--- config.mk ---
export PLATFORM = sky130hd
export DESIGN_NAME = piso_shifter
export DESIGN_NICKNAME = d
export VERILOG_FILES = /design/src/rtl/piso_pkg.sv /design/src/rtl/piso_bit_counter.sv /design/src/rtl/piso_shifter.sv
export SDC_FILE = /design/constraint.sdc
export NUM_CORES = 1
export LEC_CHECK = 0
export CAP_MARGIN = 20
export CORE_MARGIN = 4
export CORE_UTILIZATION = 50
export DETAILED_ROUTE_END_ITERATION = 6
export PLACE_DENSITY_LB_ADDON = 0.05
export SETUP_SLACK_MARGIN = 0.3
export SLEW_MARGIN = 20
export SYNTH_ARGS = -nofsm -noshare
export SYNTH_HDL_FRONTEND = slang
export SYNTH_SLANG_ARGS = --single-unit
--- constraint.sdc ---
create_clock -name clk -period 2.5 [get_ports clk]
set_input_delay 0.5 -clock clk [delete_from_list [all_inputs] [get_ports clk]]
set_output_delay 0.5 -clock clk [all_outputs]
set_load 0.02 [all_outputs]
--- src/rtl/piso_pkg.sv ---
// piso_pkg: shared state encoding and default word width for the PISO shifter
package piso_pkg;
    typedef enum logic {IDLE = 1'b0, SHIFT = 1'b1} state_t;
    localparam int WIDTH_DEF = 8;
endpackage

--- src/rtl/piso_bit_counter.sv ---
// piso_bit_counter: bit index within the current word, saturating at WIDTH-1
module piso_bit_counter
    import piso_pkg::*;
#(
    parameter int WIDTH = WIDTH_DEF
) (
    input  logic                     clk,
    input  logic                     reset_n,
    input  logic                     clr,
    input  logic                     inc,
    output logic [$clog2(WIDTH)-1:0] cnt,
    output logic                     tc
);
    localparam int CW = $clog2(WIDTH);

    assign tc = cnt == CW'(WIDTH - 1);

    always_ff @(posedge clk or negedge reset_n) begin
        if (!reset_n)
            cnt <= '0;
        else if (clr)
            cnt <= '0;
        else if (inc && !tc)
            cnt <= cnt + 1'b1;
    end
endmodule

--- src/rtl/piso_shifter.sv ---
// piso_shifter: parallel-in serial-out shifter with valid/ready load and en bit strobe
module piso_shifter
    import piso_pkg::*;
#(
    parameter int WIDTH     = WIDTH_DEF,
    parameter bit MSB_FIRST = 1'b1
) (
    input  logic             clk,
    input  logic             reset_n,
    input  logic             in_valid,
    input  logic [WIDTH-1:0] in_data,
    output logic             in_ready,
    input  logic             en,
    output logic             sout,
    output logic             sout_valid,
    output logic             done
);
    localparam int CW = $clog2(WIDTH);

    state_t           state, state_nxt;
    logic [WIDTH-1:0] shift_reg;
    logic [CW-1:0]    cnt;
    logic             tc, busy, step, last, accept;

    always_ff @(posedge clk or negedge reset_n) begin
        if (!reset_n)
            state <= IDLE;
        else
            state <= state_nxt;
    end

    always_comb begin
        state_nxt = accept ? SHIFT : (last ? IDLE : state);
    end

    always_comb begin
        busy       = state == SHIFT;
        step       = busy && en;
        last       = step && tc;
        in_ready   = !busy || last;
        done       = last;
        accept     = in_valid && in_ready;
        sout_valid = busy;
        sout       = busy && (MSB_FIRST ? shift_reg[WIDTH-1] : shift_reg[0]);
    end

    // Shift toward the output end, zero-filling; the last bit is replaced by a reload or dropped on IDLE
    always_ff @(posedge clk or negedge reset_n) begin
        if (!reset_n)
            shift_reg <= '0;
        else if (accept)
            shift_reg <= in_data;
        else if (step && !tc)
            shift_reg <= MSB_FIRST ? {shift_reg[WIDTH-2:0], 1'b0} : {1'b0, shift_reg[WIDTH-1:1]};
    end

    piso_bit_counter #(.WIDTH(WIDTH)) u_cnt (
        .clk     (clk),
        .reset_n (reset_n),
        .clr     (accept),
        .inc     (step && !tc),
        .cnt     (cnt),
        .tc      (tc)
    );
endmodule

==> flow_summary.toml, run 1 <==
[route]
wl_per_cell_um = 14.9
dr.pass1.iters = 4
drc_errors = 0
vias = 589
vias_per_cell = 5.89
postRouteWirelength_mm = 1.49
postRouteAntennaNets = 0
drtIter0Drc = 27

[clocking]
postCtsSetupRepairBufs = 0
clkSinkCount = 12
cts-buffers-inserted = 3
clock_latency_ns = 0.27
hold_buffers = 0
cts_tree = "yes"
clock-root-buffer = "clkbuf_4"
clockBufferDepth = 2
cts_max_level = 1
cts.clk_slew.worst_paths_ns = 0.08

[sta]
fin_skew_ns = 0.00526
setup_violations = 0
max_freq_mhz = 475
hold_viol = 0
tns_ns = 0
fin_crit_sh_pct = 84.3
rsz0062_at_grt = "true"
relSlewSlack_pct = 62.0
tightest_slew_ns = 0.569
report.final.slew_viol_count = 0
min_period_ns = 2.11

[run_status]
outcome = "finished, final reports clean"

[power_and_ir_drop]
switching_share_pct = 33.9
total_power_uw = 760
clkPwrFrac_pct = 20.1
peakVddDrop_mv = 0.465
intPower_uw = 502
leakage_uw = 0.000441
seq_power_share_pct = 43.7
netSwitchingPower_uw = 258
p_per_area_nw_per_um2 = 864
combPwrFrac_pct = 36.3

[synth]
syn-num-nets = 82
synth.area.top_cells = "dfrtp_1 (42%), a222oi_1 (9.9%), inv_1 (9.6%), o22ai_1 (5.3%), buf_6 (4.8%)"
netlist_area_um2 = 707
syn_avg_cell_area_um2 = 10.4
ys_seq_elements = 12
yosys_warnings = 0
synth_edf_count = 0
synth.most_common_cell = "inv_1"
synth_top_area_share_pct = 42.5
ys_seq_area_share_pct = 42.5
yosys.area.top_type = "dfrtp_1"
yosysUniqueCellTypes = 21
synth-main-ff-cell = "dfrtp_1"
yosys-top-cells-count = "inv_1 (18), dfrtp_1 (12), a222oi_1 (7)"
synth_cells = 68
async_flop_share_pct = 100

[final_layout]
antenna-diode-count = 0
nets = 100
layout-drive-gt1-share_pct = 14.1
design_area_um2 = 880
largest_reg_flops = 8
syn_to_final_growth_pct = 24.4
final_cells = 100

[critical_path]
crit_family = "adder cells"
path_class = "flip-flop to primary output"
r2r_setup_slack_ns = 0.87
critPathBufInv = 1
critPathLaunchType = "flip-flop"
path_max_fanout = 4
worstSetupEndpointType = "primary output"
cp.arrival_ns = 1.61
crit_required_ns = 2.00
slowest_delay_ns = 0.41
critPathSlowestCell = "dfrtp_1"
path_cells = "ha_1 -> ha_1 -> nand2_1 -> nand2_1 -> clkdlybuf4s15_1"

[place]
placed_cell_area_um2 = 843
io_buffers = 15
dp.cells = 96
gp_congestion = 0.726
dp_hpwl_mm = 1.09

[floorplanning]
chipHeight_um = 45.6
die_w_um = 45.6
core-area_um2 = 1320
num_io_pins = 16
num_rows = 13
initial_core_util_pct = 53.7
dieArea_um2 = 2080

[global_route]
overflow = 0
antenna_found_initial = 0
grt_pass1_vias = 555
grt_start_max_net_pins = 13
grtUsageTotal_pct = 17.0
grt_first_pass_wirelength_mm = 2.49

[flow_run]
maxCapViolCount = 0

[worst_hold_path]
hold_path_class = "flip-flop to flip-flop"
-- final cells by class --
class / instances / area, um2
fill: 107 / 438
timing repair buffer: 17 / 164
inverter: 18 / 67.6
multi-input combinational: 34 / 292
sequential: 12 / 302
clock buffer: 4 / 36.3
tap: 15 / 18.8
-- power by group through the flow --
stage / logic [uW] / registers, uW / clock network, uW
after global placement: 272 / 331 / 0
after floorplan: 214 / 316 / 0
after detailed placement: 279 / 335 / 0
final: 276 / 332 / 153
after global routing: 309 / 342 / 168
after CTS: 278 / 331 / 158
-- worst register-to-register path: cells and delay by family, from the launching register on --
family                     cells  cell delay [ns]
AOI/OAI and AO/OA              2             0.41
adders and majority gates      2             0.36
DFF                            1             0.40
and+or+nand+nor                1             0.37
-- cells by family after synthesis --
group                    after synthesis  synth area share [%]
multiplexers                           1                  1.42
buffers and inverters                 22                  16.3
AO/OA/AOI/OAI                         24                  31.0
AND/OR/NAND/NOR                        7                  5.31
adder cells (fa/ha/maj)                2                  3.54
flip-flops                            12                  42.5
-- per-stage QoR --
| step | hold slack (ns) | util (%) | worst slack [ns] |
|---|---|---|---|
| finish | 0.549 | 66.8 | 0.393 |
| global route | 0.567 | 66.8 | 0.277 |
| global placement | 0.520 | 64.0 | 0.181 |
| floorplan | 0.204 | - | 0.962 |
| detailed placement | 0.526 | 64.0 | 0.161 |
| CTS | 0.548 | 66.6 | 0.315 |
-- worst paths after layout --
check	startpoint	end	depth (start not counted)
worst min register to register	u_cnt.cnt[2]	u_cnt.cnt[2]	1
min in group asynchronous	reset_n	shift_reg[6]	1
max in group asynchronous	reset_n	sout_valid	1
worst max register to register	u_cnt.cnt[0]	shift_reg[2]	5
worst max-delay path	u_cnt.cnt[0]	in_ready	5
worst min-delay path	u_cnt.cnt[2]	u_cnt.cnt[2]	1
-- timing repair --
item                                    in CTS  in global routing
cloned                                       0                  0
resized for setup                            2                  2
endpoints found under the setup margin       2                  2
-- placed cells by master (no fill, tap or decap), drive strengths merged --
| cell type | instances |
|---|---|
| a21boi | 2 |
| a221oi | 1 |
| a21oi | 2 |
| mux2i | 1 |
| inv | 18 |
| buf | 2 |
| and2 | 1 |
| a22o | 3 |
| clkbuf | 4 |
| dlygate4sd2 | 1 |
| and3 | 1 |
| nor2 | 1 |
| nand2 | 2 |
| ha | 2 |
| o2bb2ai | 2 |
| clkdlybuf4s15 | 1 |
| nand2b | 2 |
| o22ai | 7 |
| a222oi | 7 |
| clkdlybuf4s50 | 13 |
| dfrtp | 12 |
-- routing by layer --
metal  wire, um  track usage, %  vias to the layer above
met5          0               0                        -
met4          0            7.02                        0
met3         86            3.95                        0
met2        740            26.2                       17
met1        667            22.8                      287
li1           -               -                      285
(Power assumes the default switching activity.)
==> run 2: changes to the inputs <==
--- a/config.mk
+++ b/config.mk
@@ -7,7 +7,7 @@
 export LEC_CHECK = 0
 export CAP_MARGIN = 20
 export CORE_MARGIN = 4
-export CORE_UTILIZATION = 50
+export CORE_UTILIZATION = 47
 export DETAILED_ROUTE_END_ITERATION = 6
 export PLACE_DENSITY_LB_ADDON = 0.05
 export SETUP_SLACK_MARGIN = 0.3
==> constraint.sdc (replaced) <==
create_clock -name clk -period 2.1 [get_ports clk]
set_input_delay 0.42 -clock clk [delete_from_list [all_inputs] [get_ports clk]]
set_output_delay 0.42 -clock clk [all_outputs]
set_load 0.02 [all_outputs]
==> flow_summary.toml, run 2 (synthesis results as in run 1) <==
[route]
drtIter0Drc = 28
wl_per_cell_um = 15.6
vias = 587
postRouteWirelength_mm = 1.63
drc_errors = 0
vias_per_cell = 5.59
postRouteAntennaNets = 0
dr.pass1.iters = 4

[critical_path]
worstSetupEndpointType = "primary output"
critPathBufInv = 1
critPathLaunchType = "flip-flop"
path_max_fanout = 4
r2r_setup_slack_ns = 0.50
critPathSlowestCell = "dfrtp_1"
slowest_delay_ns = 0.40
path_class = "flip-flop to primary output"
rr_startpoint = "u_cnt.cnt[0]"
crit_required_ns = 1.68
r2r-end = "shift_reg[2]"
cp.arrival_ns = 1.35
reg2reg_depth = 5
path_cells = "ha_2 -> ha_4 -> and3_4 -> buf_6"
path_depth = 4
crit_family = "flip-flops"

[clocking]
clock-root-buffer = "clkbuf_4"
hold_buffers = 0
cts_max_level = 1
cts-buffers-inserted = 3
clkSinkCount = 12
clock_latency_ns = 0.28
clockBufferDepth = 2
cts_tree = "yes"
cts.clk_slew.worst_paths_ns = 0.08

[power_and_ir_drop]
leakage_uw = 0.000459
clkPwrFrac_pct = 19.6
peakVddDrop_mv = 0.628
p_per_area_nw_per_um2 = 1030
seq_power_share_pct = 39.9
switching_share_pct = 34.7
intPower_uw = 637
combPwrFrac_pct = 40.6
total_power_uw = 975
netSwitchingPower_uw = 338

[floorplanning]
die_w_um = 46.8
initial_core_util_pct = 51.7
num_rows = 13
chipHeight_um = 46.8
core-area_um2 = 1370
dieArea_um2 = 2190
num_io_pins = 16

[final_layout]
regArea_um2 = 302
syn_to_final_growth_pct = 33.5
antenna-diode-count = 0
multi_input_area_um2 = 315
largest_reg_flops = 8
final_common_cell = "inv_1"
num-fill-cells = 111
layout-drive-gt1-share_pct = 25.6
layout_common_cells = "inv_1 (18), clkdlybuf4s50_1 (12), dfrtp_1 (11)"
nets = 105

[run_status]
outcome = "finished, final reports clean"

[place]
gp_congestion = 0.684
dp_hpwl_mm = 1.06
io_buffers = 15

[sta]
hold_viol = 0
fin_crit_sh_pct = 84.0
min_period_ns = 1.77
tns_ns = 0
relSlewSlack_pct = 63.7
fin_skew_ns = 0.00170
tightest_slew_ns = 0.543
report.final.slew_viol_count = 0
rsz0062_at_grt = "true"
max_freq_mhz = 567
setup_violations = 0

[global_route]
overflow = 0
grtUsageTotal_pct = 18.1
grt_first_pass_wirelength_mm = 2.69
grt_start_max_net_pins = 13
grt_pass1_vias = 566
antenna_found_initial = 0

[worst_hold_path]
hold_path_class = "primary input to async pin"

[flow_run]
maxCapViolCount = 0
[run 2: cell types whose count changed in the layout (fill, tap and decap cells not counted), moves of 2 or more]
cell / previous run / this run
nand2_2: 0 / 2
ha_1: 2 / 0
nand2_1: 2 / 0
buf_6: 0 / 2
buf_4: 2 / 7
[run 2: layout make-up]
cell class / count / share of cell area (%)
multi-input cells: 34 / 33.4
inverters: 18 / 7.16
clock buffers: 4 / 3.85
repair buffers: 22 / 21.6
flip-flops and latches: 12 / 32.0
well taps: 15 / 1.99
[run 2: worst register-to-register path: stages (launching register included)]
cell and delay (ns):
dfrtp_1 0.38, ha_2 0.22, ha_4 0.15, nand2b_1 0.35
o22ai_1 0.15, a222oi_1 0.24
[run 2: power by group through the flow]
stage	clock network, uW	logic, uW	registers [uW]
after floorplan	0	255	377
after global placement	0	329	391
after detailed placement	0	340	395
after CTS	195	370	381
after global routing	207	454	403
final	191	396	389
[run 2: worst max path at each step]
stage | startpoint | to | slack (ns)
2_1_floorplan | u_cnt.cnt[0] | in_ready | 0.64
3_3_place_gp | en | done | -0.04
3_5_place_dp | en | in_ready | -0.04
4_1_cts | u_cnt.cnt[0] | done | 0.31
5_1_grt | u_cnt.cnt[0] | in_ready | 0.29
6_report | u_cnt.cnt[0] | done | 0.33
[run 2: layer usage]
layer | track usage (%) | share of wire [%]
met1 | 23.7 | 44
met2 | 27.9 | 47
met3 | 2.68 | 6.0
met4 | 11.6 | 2.6
met5 | 0 | 0
[run 2: through the flow]
| step | cells | area, um2 | utilization, % | hold WS, ns | setup slack [ns] |
|---|---|---|---|---|---|
| after CTS | 105 | 915 | 66.9 | 0.502 | 0.314 |
| after global placement | 98 | 858 | 62.8 | 0.524 | -0.0413 |
| after global routing | 105 | 943 | 69.0 | 0.527 | 0.287 |
| final | 105 | 943 | 69.0 | 0.485 | 0.335 |
| after floorplan | 68 | 707 | - | 0.124 | 0.642 |
| after detailed placement | 98 | 858 | 62.8 | 0.538 | -0.0399 |
[run 2: what timing repair did]
action / in CTS / in global routing
setup endpoints to repair: 4 / 2
setup buffers: 3 / 0
resized for setup: 13 / 7
